<file path="config.mk">
export PLATFORM = sky130hd
export DESIGN_NAME = wb_clint_arbiter
export DESIGN_NICKNAME = d
export VERILOG_FILES = /design/src/rtl/wb_clint_arbiter.sv
export SDC_FILE = /design/constraint.sdc
export NUM_CORES = 1
export LEC_CHECK = 0
export CELL_PAD_IN_SITES_DETAIL_PLACEMENT = 0
export CELL_PAD_IN_SITES_GLOBAL_PLACEMENT = 2
export CORE_AREA = 2 2 121 123
export DETAILED_ROUTE_END_ITERATION = 8
export DIE_AREA = 0 0 123 125
export DONT_BUFFER_PORTS = 1
export GPL_TIMING_DRIVEN = 0
export PLACE_DENSITY_LB_ADDON = 0.15
export SYNTH_ARGS = -nofsm -noshare
export SYNTH_HDL_FRONTEND = slang
export SYNTH_SLANG_ARGS = --single-unit
export TNS_END_PERCENT = 50
</file>
<file path="constraint.sdc">
create_clock -name clk_i -period 2.8 [get_ports clk_i]
set_input_delay 0.42 -clock clk_i [delete_from_list [all_inputs] [get_ports clk_i]]
set_output_delay 0.42 -clock clk_i [all_outputs]
set_load 0.01 [all_outputs]
</file>
<file path="src/rtl/wb_clint_arbiter.sv">
// wb_clint_arbiter
//   Shares one Wishbone B4 CLINT slave port between NUM_MASTERS requesters.
//   Grants are registered round-robin and held for the whole cyc window (bus
//   lock). A watchdog answers the granted master with err when the slave
//   leaves a strobe unacknowledged for TIMEOUT cycles (TIMEOUT=0 disables it).
//
//   Ports:
//     clk_i    system clock
//     rst_i    synchronous, active-high reset
//     wb_m_i   requests from masters (cyc, stb, we, adr, dat)
//     wb_s_o   responses to masters (dat, ack, err, rty, stall)
//     wb_m_o   request forwarded to the CLINT slave
//     wb_s_i   response from the CLINT slave
//     grant_o  one-hot current grant, all-zero when idle

package wb_clint_pkg;
  typedef struct packed {
    logic        cyc;
    logic        stb;
    logic        we;
    logic [31:0] adr;
    logic [31:0] dat;
  } wb_master_t;

  typedef struct packed {
    logic [31:0] dat;
    logic        ack;
    logic        err;
    logic        rty;
    logic        stall;
  } wb_slave_t;
endpackage

module wb_clint_arbiter
  import wb_clint_pkg::*;
#(
  parameter int unsigned NUM_MASTERS = 2,
  parameter int unsigned TIMEOUT     = 16
) (
  input  logic                   clk_i,
  input  logic                   rst_i,
  input  wb_master_t             wb_m_i [NUM_MASTERS],
  output wb_slave_t              wb_s_o [NUM_MASTERS],
  output wb_master_t             wb_m_o,
  input  wb_slave_t              wb_s_i,
  output logic [NUM_MASTERS-1:0] grant_o
);

  localparam int unsigned   IW      = (NUM_MASTERS > 1) ? $clog2(NUM_MASTERS) : 1;
  localparam int unsigned   CW      = (TIMEOUT > 0) ? $clog2(TIMEOUT + 1) : 1;
  localparam logic [CW-1:0] TMO_MAX = CW'(TIMEOUT);

  typedef enum logic {
    IDLE,
    BUSY
  } state_e;

  state_e                 state_q, state_d;
  logic [NUM_MASTERS-1:0] grant_q, grant_d;
  logic [IW-1:0]          rr_q, rr_d;
  logic [CW-1:0]          tmo_cnt_q, tmo_cnt_d;

  logic [IW-1:0] gidx;
  logic [IW-1:0] cand;
  logic [IW-1:0] pick;
  logic          found;
  logic          g_cyc;
  logic          g_stb;
  logic          tmo_hit;

  // Index of the granted master, decoded from the one-hot grant register.
  always_comb begin
    gidx = '0;
    for (int unsigned i = 0; i < NUM_MASTERS; i++) begin
      if (grant_q[i]) gidx = IW'(i);
    end
  end

  assign g_cyc   = wb_m_i[gidx].cyc;
  assign g_stb   = wb_m_i[gidx].stb;
  assign tmo_hit = (TIMEOUT != 0) && (state_q == BUSY) && (tmo_cnt_q == TMO_MAX);
  assign grant_o = grant_q;

  // Round-robin search starting at rr_q; first requester found wins.
  always_comb begin
    found = 1'b0;
    pick  = '0;
    cand  = '0;
    for (int unsigned off = 0; off < NUM_MASTERS; off++) begin
      cand = IW'((32'(rr_q) + off) % NUM_MASTERS);
      if (!found && wb_m_i[cand].cyc) begin
        found = 1'b1;
        pick  = cand;
      end
    end
  end

  always_comb begin
    state_d   = state_q;
    grant_d   = grant_q;
    rr_d      = rr_q;
    tmo_cnt_d = '0;

    case (state_q)
      IDLE: begin
        if (found) begin
          state_d = BUSY;
          grant_d = NUM_MASTERS'(1) << pick;
          rr_d    = (pick == IW'(NUM_MASTERS - 1)) ? '0 : pick + IW'(1);
        end
      end
      BUSY: begin
        if (!g_cyc) begin
          state_d = IDLE;
          grant_d = '0;
        end
        // Count only unanswered strobes; the cycle that fires err restarts it.
        if ((TIMEOUT != 0) && g_cyc && g_stb && !wb_s_i.ack && !wb_s_i.err && !tmo_hit) begin
          tmo_cnt_d = tmo_cnt_q + CW'(1);
        end
      end
      default: begin
        state_d = IDLE;
        grant_d = '0;
      end
    endcase
  end

  always_ff @(posedge clk_i) begin
    if (rst_i) begin
      state_q   <= IDLE;
      grant_q   <= '0;
      rr_q      <= '0;
      tmo_cnt_q <= '0;
    end else begin
      state_q   <= state_d;
      grant_q   <= grant_d;
      rr_q      <= rr_d;
      tmo_cnt_q <= tmo_cnt_d;
    end
  end

  // Bus routing: the granted master is passed straight through in BUSY;
  // everyone else is stalled with a quiet response.
  always_comb begin
    wb_m_o = '0;
    for (int unsigned i = 0; i < NUM_MASTERS; i++) begin
      wb_s_o[i]       = '0;
      wb_s_o[i].stall = 1'b1;
    end
    if (state_q == BUSY) begin
      wb_m_o       = wb_m_i[gidx];
      wb_s_o[gidx] = wb_s_i;
      if (tmo_hit) begin
        wb_m_o.stb       = 1'b0;
        wb_s_o[gidx].ack = 1'b0;
        wb_s_o[gidx].err = 1'b1;
      end
    end
  end

  grant_onehot0_a: assert property (@(posedge clk_i) $onehot0(grant_q));

endmodule

</file>
# After elaboration in Yosys (flattened, before gate mapping)
# Cells that the tools add are included.
dict set report word_totals {
  out_inout_bits 141
  mem_bits_ro 0
  elab_cells 70
  latch_bits 0
  n_memories 0
  ramBits 0
  in_bits 172
  ff_bits 9
}
dict set report classes {
  addsub 3
  shift 1
  eq_ne 3
  mul 0
  n_reduce_logical 14
  n_lt_le_gt_ge 4
  n_mux 33
  bitwise_logic 8
  div_mod_pow 0
}
# op count
set ops {}
lappend ops {{$mux W67} 10}
lappend ops {{$bwmux W72} 2}
lappend ops {{$mux W72} 2}
lappend ops {{$demux W36 S1} 3}
lappend ops {{$and A70 B70 Y70} 1}
lappend ops {{$mux W36} 1}
lappend ops {{$mux W1} 9}
lappend ops {{$logic_and A1 B1 Y1} 7}
lappend ops {{$ge A2 B2 Y1 const B} 3}
lappend ops {{$not A1 Y2} 3}
lappend ops {{$add A5 B1 Y5 const B} 1}
lappend ops {{$eq A5 B5 Y1 const B} 1}
lappend ops {{$logic_not A1 Y1} 4}
lappend ops {{$mux W2} 2}
lappend ops {{$mux W4} 1}
lappend ops {{$ne A2 B2 Y1 const B} 2}
lappend ops {{$pmux W2 S2} 1}
lappend ops {{$reduce_and A2 Y1} 2}
lappend ops {{$mux W3} 1}
lappend ops {{$reduce_or A3 Y1} 1}
lappend ops {{$add A1 B1 Y1 const B} 2}
lappend ops {{$lt A2 B1 Y1 const B} 1}
lappend ops {{$not A1 Y1} 2}
lappend ops {{$not A2 Y2} 1}
lappend ops {{other kinds (3)} 3}

# Longest topological paths before layout
dict set report logic_depth {
  ltp_word 12
  depth_mapped 5
  mapped_depth_nobuf 4
}

# Worst setup path after synthesis
# OpenSTA, ideal clock, no wires.
dict set report synth_path {
  kind {register to output}
  from {register grant_q[1] (netlist: grant_o[1])}
  to {output wb_m_o[10] (netlist bit)}
  path_buffers 3
  path_slack_ps 1218
  required_ps 2380
  arrival_time_ps 1162
  stages_incl_launch_ff 6
  cell_sequence {dfxtp_1 buf_6 buf_2 buf_2 mux2i_1 nor2_1}
}
# element line_no
set synth_rtl {}
lappend synth_rtl {{start, declared} 59} ;# logic [NUM_MASTERS-1:0] grant_q, grant_d;
lappend synth_rtl {{start signal, assigned} 137} ;# grant_q <= grant_d;
lappend synth_rtl {{end, declared} 44} ;# output wb_master_t wb_m_o,

==> impl_metrics.tcl <==
set metrics [dict create \
    status "finished, final reports clean" \
    cts_tree "yes" \
    drt_wl_total_um 8470 \
    worstSetupStartpoint "state_q" \
    synth_seq_cells 9 \
    cts_buffers 3 \
    drt_iter0_drc 63 \
    core_um2 14200 \
    cts-root-buf "clkbuf_16" \
    htreeDepth 1 \
    place_congestion 0.759 \
    wl_per_cell_um 18.3 \
    slew_headroom 0.597 \
    pwr-share-seq 0.194 \
    fin_ws_ps 491 \
    rsz0062_at_grt "false" \
    die-area_um2 15400 \
    p_leak_nw 0.900 \
    synthesis.instances 276 \
    critical_path.max_fanout 10 \
    synth_fp_nets 450 \
    diodes 0 \
    switching_share 0.393 \
    path_class "flip-flop to primary output" \
    die_h_um 125 \
    combPwrFrac 0.456 \
    syn_avg_cell_area_um2 7.02 \
    power.internal_w 0.000435 \
    drive_above_1_share 0.0750 \
    cp.required_ps 2380 \
    cts_resized 0 \
    grt_max_degree 11 \
    cp-start-kind "flip-flop" \
    vias 1994 \
    tns_ps 0 \
    power.switching_w 0.000282 \
    max_freq_ghz 0.433 \
    io_buffers 0 \
    fin_nets 455 \
    critPathArrivalTime_ps 1890 \
    drc 0 \
    peakVddDrop_uv 140 \
    grt_pass1_wl_um 11500 \
    seq_area_frac_synth 0.0930 \
    slew_violations 0 \
    clockBufferDepth 2 \
    ys_warn_count 0 \
    r2r_start "state_q" \
    holdCritPathClass "primary input to flip-flop" \
    start_util 0.136 \
    ant_nets 0 \
    clock_sinks 9 \
    post_cts_buffers 0 \
    hp-start "rst_i" \
    p_clk_frac 0.350 \
    maxCapViolations 0 \
    post-route-min-period_ps 2310 \
    dp_slack_ps 540 \
    syn2layout_area_growth_pct 16.0 \
    synth_area_um2 1940 \
    grt_usage 0.0967 \
    first_pass_iters 4 \
    skew_ps 0.666 \
    ios 313 \
    vias_per_cell 4.30 \
    synth.distinct_cells 31 \
    p_per_area_nw_per_um2 319 \
    antenna_found_initial 0 \
    critPathCaptureType "primary output" \
    insertion_delay_ps 230 \
    setup_viol 0 \
    overflow 0 \
    dp_hpwl_um 7300 \
    path_clk_slew_ps 40 \
    die_width_um 123 \
    ctsHoldBuffers 0 \
    hold_viol 0 \
    worst_slew_pin_slew_ps 605 \
    post-route-period-util 0.825 \
    hold_slack_ps 255 \
    first_global_vias 1894 \
    num_rows 44 \
]
-- path summary, 6_finish.rpt --
check	end	depth (start not counted)	slack [ps]
min reg2reg	tmo_cnt_q[0]	1	480
max	wb_m_o[39]	4	490
min	rr_q	1	260
max reg2reg	tmo_cnt_q[4]	3	1270
-- stage by stage --
step            util  std cells  power [W]  cell area (µm²)
2_1_floorplan      -        276   0.000411             1940
3_3_place_gp   0.153        460   0.000478             2170
3_5_place_dp   0.153        460   0.000477             2170
4_1_cts        0.158        464   0.000732             2250
5_1_grt        0.158        464   0.000768             2250
6_report       0.158        464   0.000717             2250
-- worst max-delay path, stage by stage (launching register included) --
cell	delay (ps)
dfxtp_1	390
inv_1	200
clkbuf_1	470
clkbuf_1	410
nor2_1	170
-- cell usage in the layout, fill, tap and decap left out, drive strengths merged --
| cell type | count |
|---|---|
| nand4 | 1 |
| a21oi | 2 |
| and4 | 2 |
| a21o | 1 |
| inv | 4 |
| xor2 | 2 |
| mux2i | 67 |
| ha | 2 |
| and2 | 33 |
| nor3b | 1 |
| dfxtp | 9 |
| nand2b | 2 |
| o211a | 2 |
| and3 | 35 |
| o21a | 2 |
| buf | 13 |
| nor3 | 3 |
| nand3b | 2 |
| mux2 | 1 |
| nor2 | 70 |
| nand3 | 2 |
| or3 | 2 |
| xnor2 | 1 |
| or4b | 1 |
| clkbuf | 19 |
| nor2b | 1 |
-- layer usage --
metal	vias to the layer above	wire length, µm	track usage
met5	-	0	0
met2	127	4510	0.179
li1	938	-	-
met3	6	482	0.00730
met4	0	108	0.0221
met1	923	3370	0.120
-- flip-flops by register name, indices dropped and copies added (netlist names) --
name       count
tmo_cnt_q      5
rr_q           1
grant_o        2
state_q        1
-- final cells by class --
class	count	area, µm²
plain buffers	28	133
clock buffers	4	78.8
fillers	1639	12000
inverters	4	15.0
multi-input cells	235	1610
flip-flops and latches	9	180
well taps	184	230
-- power groups by stage --
stage	Clock, W	Sequential [W]	Combinational, W
6_report	0.000251	0.000139	0.000327
5_1_grt	0.000265	0.000140	0.000362
4_1_cts	0.000256	0.000139	0.000336
3_5_place_dp	0	0.000142	0.000335
3_3_place_gp	0	0.000141	0.000337
2_1_floorplan	0	0.000139	0.000272
-- synthesized netlist by cell type, drive strengths merged --
master,n,area (µm²)
and4,2,20.0
nor3,3,25.0
xor2,2,17.5
inv,4,15.0
nand2b,2,12.5
buf,13,76.3
a21oi,2,10.0
nor2,70,263
clkbuf,15,56.3
a21o,1,7.51
o211a,2,20.0
mux2i,67,671
xnor2,1,8.76
nor2b,1,6.26
o21a,2,15.0
nor3b,1,12.5
mux2,1,11.3
ha,2,25.0
and3,35,220
or3,2,12.5
or4b,1,13.8
nand3,2,10.0
dfxtp,9,180
and2,33,206
nand3b,2,15.0
nand4,1,6.26
-- logic make-up (layout without fill, tap and decap cells) --
| logic type | after synthesis | after routing | share of synthesized area |
|---|---|---|---|
| multiplexers | 68 | 68 | 0.352 |
| buffers and inverters | 32 | 36 | 0.0762 |
| flip-flops | 9 | 9 | 0.0930 |
| XOR/XNOR | 3 | 3 | 0.0136 |
| adder cells (fa/ha/maj) | 2 | 2 | 0.0129 |
| AO/OA/AOI/OAI | 7 | 7 | 0.0271 |
| AND/OR/NAND/NOR | 155 | 155 | 0.425 |
Power figures use the tool's default switching activity.
